===== src/rtl/fp_align_27b.sv =====
// Operand-alignment stage for the single-precision add/sub path: unpack, swap, shift with guard/sticky, negate.
// Optional FPU_ALIGN_DENORM_EN: exp==0 operands are subnormals (sig {0,mant}, e=1); otherwise flushed to signed zero.
module fp_align_27b (
    input  logic        CLK,
    input  logic        nRST,
    input  logic        in_valid,
    output logic        in_ready,
    input  logic [31:0] op_a,
    input  logic [31:0] op_b,
    input  logic        sub,
    output logic        out_valid,
    input  logic        out_ready,
    output logic [26:0] frac1,
    output logic [26:0] frac2,
    output logic [7:0]  exp_out,
    output logic        special
);

    typedef struct packed {
        logic [23:0] sig;
        logic [7:0]  e;
    } unpacked_t;

    function automatic unpacked_t unpack(input logic [31:0] op);
        unpacked_t u;
        if (op[30:23] == 8'd0) begin
`ifdef FPU_ALIGN_DENORM_EN
            u.sig = {1'b0, op[22:0]};
            u.e   = 8'd1;
`else
            u.sig = 24'd0;
            u.e   = 8'd0;
`endif
        end else begin
            u.sig = {1'b1, op[22:0]};
            u.e   = op[30:23];
        end
        return u;
    endfunction

    // ---------------- handshake ----------------
    logic s1_valid;
    logic s1_adv;
    logic s2_adv;

    assign s2_adv   = !out_valid || out_ready;
    assign s1_adv   = !s1_valid || s2_adv;
    assign in_ready = s1_adv;

    // ---------------- stage 1: unpack and compare exponents ----------------
    unpacked_t ua;
    unpacked_t ub;
    logic      n_swap;
    logic [7:0] n_e_large;
    logic [7:0] n_d;
    logic      n_special;

    always_comb begin
        ua        = unpack(op_a);
        ub        = unpack(op_b);
        // Ties keep A as the large operand.
        n_swap    = ub.e > ua.e;
        n_e_large = n_swap ? ub.e : ua.e;
        n_d       = n_swap ? (ub.e - ua.e) : (ua.e - ub.e);
        n_special = (op_a[30:23] == 8'hFF) || (op_b[30:23] == 8'hFF);
    end

    logic        s1_sign_a;
    logic        s1_sign_b;
    logic [23:0] s1_sig_a;
    logic [23:0] s1_sig_b;
    logic [7:0]  s1_e_large;
    logic [7:0]  s1_d;
    logic        s1_swap;
    logic        s1_special;

    always_ff @(posedge CLK or negedge nRST) begin
        // NOTE: datapath flops are reset too so outputs read as zero before the first result.
        if (!nRST) begin
            s1_valid   <= 1'b0;
            s1_sign_a  <= 1'b0;
            s1_sign_b  <= 1'b0;
            s1_sig_a   <= 24'd0;
            s1_sig_b   <= 24'd0;
            s1_e_large <= 8'd0;
            s1_d       <= 8'd0;
            s1_swap    <= 1'b0;
            s1_special <= 1'b0;
        end else if (s1_adv) begin
            s1_valid <= in_valid;
            if (in_valid) begin
                s1_sign_a  <= op_a[31];
                s1_sign_b  <= op_b[31] ^ sub;
                s1_sig_a   <= ua.sig;
                s1_sig_b   <= ub.sig;
                s1_e_large <= n_e_large;
                s1_d       <= n_d;
                s1_swap    <= n_swap;
                s1_special <= n_special;
            end
        end
    end

    // ---------------- stage 2: shift, sticky, negate ----------------
    logic        sign_l;
    logic        sign_s;
    logic [25:0] m_l;
    logic [25:0] m_s;
    logic [25:0] shifted;
    logic        lost;
    logic [25:0] word_s;
    logic [26:0] f_l;
    logic [26:0] f_s;
    logic [26:0] n_frac1;
    logic [26:0] n_frac2;
    logic [7:0]  n_exp;

    always_comb begin
        sign_l  = s1_swap ? s1_sign_b : s1_sign_a;
        sign_s  = s1_swap ? s1_sign_a : s1_sign_b;
        m_l     = {(s1_swap ? s1_sig_b : s1_sig_a), 2'b00};
        m_s     = {(s1_swap ? s1_sig_a : s1_sig_b), 2'b00};
        shifted = 26'd0;
        lost    = 1'b0;
        if (s1_d >= 8'd26) begin
            word_s = {25'd0, |m_s};
        end else begin
            shifted = m_s >> s1_d;
            // Bits pushed past bit 0 all fold into sticky.
            lost    = |(m_s & ~(26'h3FF_FFFF << s1_d));
            word_s  = {shifted[25:1], shifted[0] | lost};
        end
        f_l     = {1'b0, m_l};
        f_s     = {1'b0, word_s};
        n_frac1 = sign_l ? (27'd0 - f_l) : f_l;
        n_frac2 = sign_s ? (27'd0 - f_s) : f_s;
        n_exp   = s1_e_large;
        if (s1_special) begin
            n_frac1 = 27'd0;
            n_frac2 = 27'd0;
            n_exp   = 8'hFF;
        end
    end

    always_ff @(posedge CLK or negedge nRST) begin
        if (!nRST) begin
            out_valid <= 1'b0;
            frac1     <= 27'd0;
            frac2     <= 27'd0;
            exp_out   <= 8'd0;
            special   <= 1'b0;
        end else if (s2_adv) begin
            out_valid <= s1_valid;
            if (s1_valid) begin
                frac1   <= n_frac1;
                frac2   <= n_frac2;
                exp_out <= n_exp;
                special <= s1_special;
            end
        end
    end

endmodule


===== config.mk =====
export PLATFORM = sky130hd
export DESIGN_NAME = fp_align_27b
export DESIGN_NICKNAME = d
export VERILOG_FILES = /design/src/rtl/fp_align_27b.sv
export SDC_FILE = /design/constraint.sdc
export NUM_CORES = 1
export LEC_CHECK = 0
export ABC_AREA = 0
export ABC_CLOCK_PERIOD_IN_PS = 11100
export CAP_MARGIN = 25
export CORE_MARGIN = 2
export CORE_UTILIZATION = 41
export CTS_CLUSTER_DIAMETER = 150
export DETAILED_ROUTE_END_ITERATION = 12
export PLACE_DENSITY_LB_ADDON = 0.08
export SYNTH_ARGS = -nofsm -noshare
export SYNTH_HDL_FRONTEND = slang
export SYNTH_SLANG_ARGS = --single-unit

===== constraint.sdc =====
create_clock -name CLK -period 11.1 [get_ports CLK]
set_clock_uncertainty 0.15 [all_clocks]
set_input_delay 1.665 -clock CLK [delete_from_list [all_inputs] [get_ports CLK]]
set_output_delay 1.665 -clock CLK [all_outputs]
set_load 0.01 [all_outputs]

# [Word-level counts from Yosys, hierarchy flattened]
# Cells that the tools add are included.
[classes] n_reduce_logical=11 order_cmp=2 bitwise=4 shifts=2 eq_ne=2 n_mux=14 n_addsub=4
[ops] operator="27-bit 2-to-1 mux" n=4
[ops] operator="32-bit 2-to-1 mux" n=2
[ops] operator="1-bit by 26-bit subtractor with 27-bit output (first input constant)" n=2
[ops] operator="24-bit 2-to-1 mux" n=2
[ops] operator="26-bit AND" n=1
[ops] operator="26-bit 2-to-1 mux" n=1
[ops] operator="26-bit NOT" n=1
[ops] operator="26-bit OR reduction" n=1
[ops] operator="26-bit by 8-bit << shifter with 26-bit output (first input constant)" n=1
[ops] operator="26-bit by 8-bit right shift with 26-bit output" n=1
[ops] operator="8-bit 2-to-1 mux" n=3
[ops] operator="24-bit OR reduction" n=1
[ops] operator="8-bit == test (second input constant)" n=2
[ops] operator="8-bit zero test" n=2
[ops] operator="8-bit subtractor" n=2
[ops] operator="8-bit by 5-bit >= comparator with 1-bit output (second input constant)" n=1
[ops] operator="8-bit greater-than comparator" n=1
[ops] operator="2-bit AND reduction" n=2
[ops] operator="1-bit logical OR" n=3
[ops] operator="1-bit zero test" n=2
[ops] operator="1-bit 2-to-1 mux" n=2
[ops] operator="1-bit bitwise OR" n=1
[ops] operator="1-bit XOR" n=1
[totals] inputBits=69 word_cells=53 register_bits=133 out_inout_bits=65

# [Logic depth before layout (Yosys ltp)]
[logic_depth] ltp_word=9 depth_mapped=20

# [Worst setup path after synthesis]
# OpenSTA, ideal clock, no wires.
[synth_timing] kind="reg2reg" from="register s1_swap" to="register frac1[24]" n_path_buf=10 period_less_slack_ns=4.276 required_ns=10.821 slack_ns=6.824 path_stages_with_launch=21 arrival_ns=3.997 cell_sequence="dfrtp_1 > buf_6 > buf_6 > buf_6 > buf_6 > buf_4 > buf_6 > buf_4 > buf_2 > buf_2 > buf_2 > mux2i_1 > ha_1 > o221ai_1 > nor4_1 > and3_1 > nand4_1 > or2_1 > o21ai_1 > xnor2_1 > o21ai_1"
[synth_via] elab_chain_len=4
[synth_lines] element="start: declaration" line_no="74" source="logic s1_swap;"
[synth_lines] element="start signal: assignment" line_no="98" source="s1_swap <= n_swap;"
[synth_lines] element="24-bit 2-to-1 mux" line_no="121" source="m_l = {(s1_swap ? s1_sig_b : s1_sig_a), 2'b00};"
[synth_lines] element="1-bit by 26-bit subtractor with 27-bit output" line_no="135" source="n_frac1 = sign_l ? (27'd0 - f_l) : f_l;"
[synth_lines] element="27-bit 2-to-1 mux *" line_no="135"
[synth_lines] element="27-bit 2-to-1 mux *" line_no="138" source="if (s1_special) begin"
[synth_lines] element="end signal: assignment" line_no="155" source="frac1 <= n_frac1;"
[synth_lines] element="end: declaration" line_no="13" source="output logic [26:0] frac1,"
# Mark *: on every way between the ends. The rest lies on a longest branch, timed or not.
# A chain may end at the register's enable or synchronous reset.

# [Worst setup path in the final report]
[layout_timing] from="register s1_swap" to="register frac2[12]"
[layout_via] elab_chain_len=8
[layout_lines] element="parallel branches: the longest is 6 deep, another holds 1-bit by 26-bit subtractor with 27-bit output"
[layout_lines] element="27-bit 2-to-1 mux *" line_no="136" source="n_frac2 = sign_s ? (27'd0 - f_s) : f_s;"
[layout_lines] element="27-bit 2-to-1 mux *" line_no="138"
[layout_lines] element="end signal: assignment" line_no="156" source="frac2 <= n_frac2;"
[layout_lines] element="end: declaration" line_no="14" source="output logic [26:0] frac2,"
# Mark *: on every way between the ends.

==> impl.org <==
** Critical path
- Cell Chain, Critical Path :: buf_4 -> mux2i_1 -> or3b_1 -> or4_1 -> nor3_1 -> a41o_1 -> ha_1 -> nor3b_2 -> nand2_1 -> or4b_1 -> nand3_1
- Data arrives at the worst endpoint at 5.27 ns.
- The slowest stage of the critical path is the sky130_fd_sc_hd__buf_4 cell.
- R2r worst-path depth :: 11
- Critical setup path kind :: reg -> reg
- For this run, the slowest stage of the critical path takes roughly 0.84 ns.
- R2r endpoint :: frac2[12]
- The worst setup path is captured at a flop.
- Origin of the critical flop-to-flop path :: s1_swap
- Kind of cell adding the most delay to the critical path :: simple AND/OR/NAND/NOR gates
- Crit path max fanout :: 77
- STA classifies the critical path startpoint as a flop.
- Worst R2R Setup Slack :: roughly 6 ns
- Worst Path Buf+Inv :: 1
- Worst Path Required :: 11.32 ns

** Hold path
- Counting instances, the worst hold path has a depth of 2.
- Endpoint, Worst Hold :: frac1[21]
- Type of the tightest min-delay check :: reg -> reg
- The startpoint identified for the worst hold timing path is frac1[21].

** Clock tree
- Clk slew on worst S/H paths :: about 0.06 ns
- Once the clock tree was built, the setup fixing pass inserted 0 buffers.
- Once the clock tree was built, the resizer swapped 0 gates to a different size.
- The number of clock buffers added by TritonCTS is 17.
- Post-CTS Hold Buffers :: 0
- Counting along the longest clock path gives a buffer depth of 2.
- At the later pin of the worst-skew pair, clock insertion delay measures 0.44 ns.
- Clock root buffer :: sky130_fd_sc_hd__clkbuf_16
- CTS tree :: done
- H-tree depth :: 4
- The tree built by TritonCTS fans out to 131 sinks.

** Synth
- Of the total synthesized cell area, the portion taken by XOR and XNOR cells is 2.978%.
- The synthesized netlist contains 86 unique library cells.
- By area, the combinational part of the netlist is dominated by compound AO/OA/AOI/OAI gates.
- The synthesized netlist devotes around 24% of its cell area to compound gates.
- Averaged over all synthesized cells, the footprint is 8.704 um^2.
- The cell area that synthesis handed to floorplanning was about 10000 um^2.
- During synthesis, Yosys emitted a total of 0 warnings.
- After synthesis, the cell types taking the most area are sky130_fd_sc_hd__dfrtp_1 33%, sky130_fd_sc_hd__mux2i_1 5.2%, sky130_fd_sc_hd__mux4_2 5.2%, sky130_fd_sc_hd__nand2_1 5.0%, sky130_fd_sc_hd__a22o_1 4.6%.
- After technology mapping, the gate count stands at around 1100.
- Portion of netlist area occupied by mux cells :: a little under an eighth
- Cell type with the highest aggregate area in the netlist :: sky130_fd_sc_hd__dfrtp_1
- Of the post-synthesis cell area, the dominant cell type holds between 30% and 40%.
- Main flop type after synthesis :: sky130_fd_sc_hd__dfrtp_1
- Post-synthesis sequential area ratio :: between 30% and 40%
- Yosys mapped a number of flops with a built-in enable equal to 0.
- Counting flops and latches in the post-synthesis netlist gives about 130.
- Counting flops with an async set or reset pin after synthesis yields a share of between 90% and 100%.
- Summing the areas of all fa, ha and maj instances in the mapped netlist gives 2.527% of the synthesized area.
- Area share of and/or/nand/nor cells after synthesis :: ~20%

** Timing
- Number of setup violations in the final report :: 0
- After routing, the total negative slack on setup checks comes to 0 ns.
- Measured against its own limit, the worst slew margin works out to between 20 and 30%.
- Number of hold violations in the final report :: 0
- Pin slew with the least headroom to its limit :: about 1.0 ns
- Final critical-path share of the clock period :: a little under half
- Maximum frequency from static timing analysis :: about 0.2 GHz
- Max Transition Viols Final :: 0
- Setup repair after global routing left no endpoint under its margin.
- For the finished layout, the period the worst path requires is approximately 5.0 ns.

** Route
- Count of routing violations after the opening detailed-route iteration :: 1021
- Via count of the routed design :: around 9600
- TritonRoute pass-1 iters :: 5
- Number of vias per cell :: 6.197
- After detailed routing, the total wire length is roughly 34 mm.
- After detailed routing, the number of remaining DRC violations is 0.
- Drt wl/cell :: roughly 22 um
- Once detail routing completed, the nets flagged for antenna violations numbered 0.

** Placement
- The HPWL after detailed placement is 24.93 mm.
- Quantity of I/O buffers inserted on ports :: ~130
- RePlAce Congestion :: just over 1

** Global routing
- Vias in the first global route :: between 9000 and 10000
- Largest net degree at the start of global routing :: between 80 and 90
- Initial antenna violation count :: 0
- Global route overflow :: 0
- The first global-routing pass estimated about 54 mm of wire.
- In the global route stage, overall resource usage came out at 26.98%.

** Floorplanning
- Row count :: 57
- In this run the count of I/O pins placed on the die edge is about 130.
- Floorplan die height :: about 160 um
- The die is 160.2 um wide.
- Full die area :: 25660 um^2
- Once the floorplan was initialized, standard cells occupied just over 40% of the core.
- After floorplanning, the core was sized to cover approximately 24000 um^2.

** Layout
- Proportion of layout cells with a drive suffix above 1 :: about a tenth
- Counting the fill cells in the layout gives 2373.
- From synthesis to final layout, the design area changed by 19.98%.
- In the final design database the tool counted around 1300 nets.
- Count of antenna diodes in the layout :: 0

** Pwr
- Overall power consumption :: 2.422 mW
- Power per standard cell area :: 201.8 nW/um^2
- Summed over all cells, the static leakage comes to 4.752 nW.
- The worst-case IR drop observed on VDD is approximately 0.095 mV.

** Run
- Max-cap violations :: 0

** Status
- Result of the run :: finished clean
==> sequential cells by signal (all words and copies together), names as in the netlist <==
name	flops
exp_out	8
frac1	25
s1_sig_a	24
s1_sig_b	24
s1_d	8
s1_sign_b	1
s1_valid	1
special	1
s1_special	1
s1_swap	1
s1_e_large	8
out_valid	1
frac2	27
s1_sign_a	1
==> where the power goes <==
part	total, mW	switching, mW	internal, mW
sequential	0.731	0.138	0.593
clock	0.567	0.247	0.320
combinational	1.12	0.639	0.484
total	2.42	1.02	1.40
==> cell type report <==
| cell class | instances | area [um^2] | share of cell area (%) |
|---|---|---|---|
| Clock buffer | 18 | 439.2 | 3.660 |
| Sequential cell | 131 | 3282 | 27.35 |
| Multi-Input combinational cell | 888 | 6147 | 51.23 |
| Timing Repair Buffer | 150 | 1470 | 12.25 |
| Clock inverter | 14 | 142.6 | 1.189 |
| Inverter | 30 | 112.6 | 0.9385 |
| Tap cell | 324 | 405.4 | 3.379 |
==> cells by family after synthesis <==
logic type | count (synthesis)
adders and majority gates | 19
other | 1
xor gates and xnor gates | 34
buffers and inverters | 131
DFF | 131
and+or+nand+nor | 400
AOI/OAI and AO/OA | 346
muxes | 87
==> how the worst max path moves through the flow <==
stage / from / endpoint / slack (ns) / cells after the start
final: s1_swap / frac2[12] / 6.05 / 11
after global routing: s1_swap / frac2[14] / 5.66 / 11
after detailed placement: s1_swap / frac2[12] / 6.08 / 11
after floorplan: s1_swap / frac1[24] / 6.82 / 20
after CTS: s1_swap / frac2[12] / 6.07 / 11
after global placement: s1_swap / frac2[12] / 6.14 / 11
==> per-stage QoR <==
| step | cell area [um^2] | setup WS, ns | cells | hold slack (ns) | utilization, % |
|---|---|---|---|---|---|
| after detailed placement | 11420 | 6.084 | 1523 | 0.3201 | 47.36 |
| final | 12000 | 6.053 | 1555 | 0.3261 | 49.78 |
| after global routing | 12000 | 5.657 | 1555 | 0.3486 | 49.78 |
| after global placement | 11390 | 6.144 | 1521 | 0.3100 | 47.24 |
| after CTS | 12000 | 6.073 | 1555 | 0.3338 | 49.78 |
| after floorplan | 10000 | 6.824 | 1150 | 0.3008 | - |
==> cells in the mapped netlist, types with 9 or more instances <==
cell type and count:
sky130_fd_sc_hd__nand2_1 133, sky130_fd_sc_hd__dfrtp_1 131, sky130_fd_sc_hd__nor2_1 89, sky130_fd_sc_hd__o21ai_0 86, sky130_fd_sc_hd__clkbuf_1 68, sky130_fd_sc_hd__a21oi_1 53
sky130_fd_sc_hd__a22o_1 52, sky130_fd_sc_hd__mux2i_1 52, sky130_fd_sc_hd__nand3_1 38, sky130_fd_sc_hd__inv_1 30, sky130_fd_sc_hd__nor3_1 28, sky130_fd_sc_hd__mux4_2 23
sky130_fd_sc_hd__nand4_1 23, sky130_fd_sc_hd__xnor2_1 21, sky130_fd_sc_hd__o211ai_1 19, sky130_fd_sc_hd__ha_1 17, sky130_fd_sc_hd__nor4_1 17, sky130_fd_sc_hd__a22oi_1 16
sky130_fd_sc_hd__buf_2 16, sky130_fd_sc_hd__a31oi_1 15, sky130_fd_sc_hd__xor2_1 13, sky130_fd_sc_hd__mux2_2 11, sky130_fd_sc_hd__o31ai_1 11, sky130_fd_sc_hd__a221oi_1 9
sky130_fd_sc_hd__nor3b_1 9
==> worst register-to-register path: stages (launching register included) <==
cell	delay [ns]
sky130_fd_sc_hd__dfrtp_4	0.67
sky130_fd_sc_hd__buf_4	0.85
sky130_fd_sc_hd__mux2i_1	0.40
sky130_fd_sc_hd__or3b_1	0.38
sky130_fd_sc_hd__or4_1	0.41
sky130_fd_sc_hd__nor3_1	0.39
sky130_fd_sc_hd__a41o_1	0.30
sky130_fd_sc_hd__ha_1	0.26
sky130_fd_sc_hd__nor3b_2	0.30
sky130_fd_sc_hd__nand2_1	0.23
sky130_fd_sc_hd__or4b_1	0.54
sky130_fd_sc_hd__nand3_1	0.09
==> placed cells by master, fill, tap and decap left out, types with 7 or more instances in the layout <==
cell type                         synthesis  layout
sky130_fd_sc_hd__xnor2_1                 21      21
sky130_fd_sc_hd__o31ai_1                 11      10
sky130_fd_sc_hd__buf_4                    4      17
sky130_fd_sc_hd__a31oi_1                 15      15
sky130_fd_sc_hd__a221oi_1                 9       9
sky130_fd_sc_hd__dfrtp_1                131     130
sky130_fd_sc_hd__o21ai_0                 86      86
sky130_fd_sc_hd__mux2_2                  11      11
sky130_fd_sc_hd__nor3b_1                  9       9
sky130_fd_sc_hd__o22ai_1                  8       8
sky130_fd_sc_hd__mux2i_1                 52      52
sky130_fd_sc_hd__clkbuf_16                0      17
sky130_fd_sc_hd__nor2_1                  89      89
sky130_fd_sc_hd__a21oi_1                 53      51
sky130_fd_sc_hd__o211ai_1                19      19
sky130_fd_sc_hd__mux4_2                  23      23
sky130_fd_sc_hd__a22o_1                  52      52
sky130_fd_sc_hd__clkdlybuf4s50_1          0     130
sky130_fd_sc_hd__o21a_1                   7       7
sky130_fd_sc_hd__nand3_1                 38      38
sky130_fd_sc_hd__a22oi_1                 16      16
sky130_fd_sc_hd__ha_1                    17      17
sky130_fd_sc_hd__inv_1                   30      30
sky130_fd_sc_hd__nand2b_1                 8       8
sky130_fd_sc_hd__nor3_1                  28      28
sky130_fd_sc_hd__or3_1                    7       7
sky130_fd_sc_hd__nor4_1                  17      16
sky130_fd_sc_hd__xor2_1                  13      13
sky130_fd_sc_hd__nand2_1                133     131
sky130_fd_sc_hd__nand4_1                 23      23
==> layer usage <==
| layer | track usage, % | share of wire (%) |
|---|---|---|
| met1 | 40.42 | 46 |
| met2 | 40.04 | 44 |
| met3 | 4.727 | 7.6 |
| met4 | 7.330 | 2.1 |
| met5 | 0 | 0 |
(Power assumes the default switching activity.)
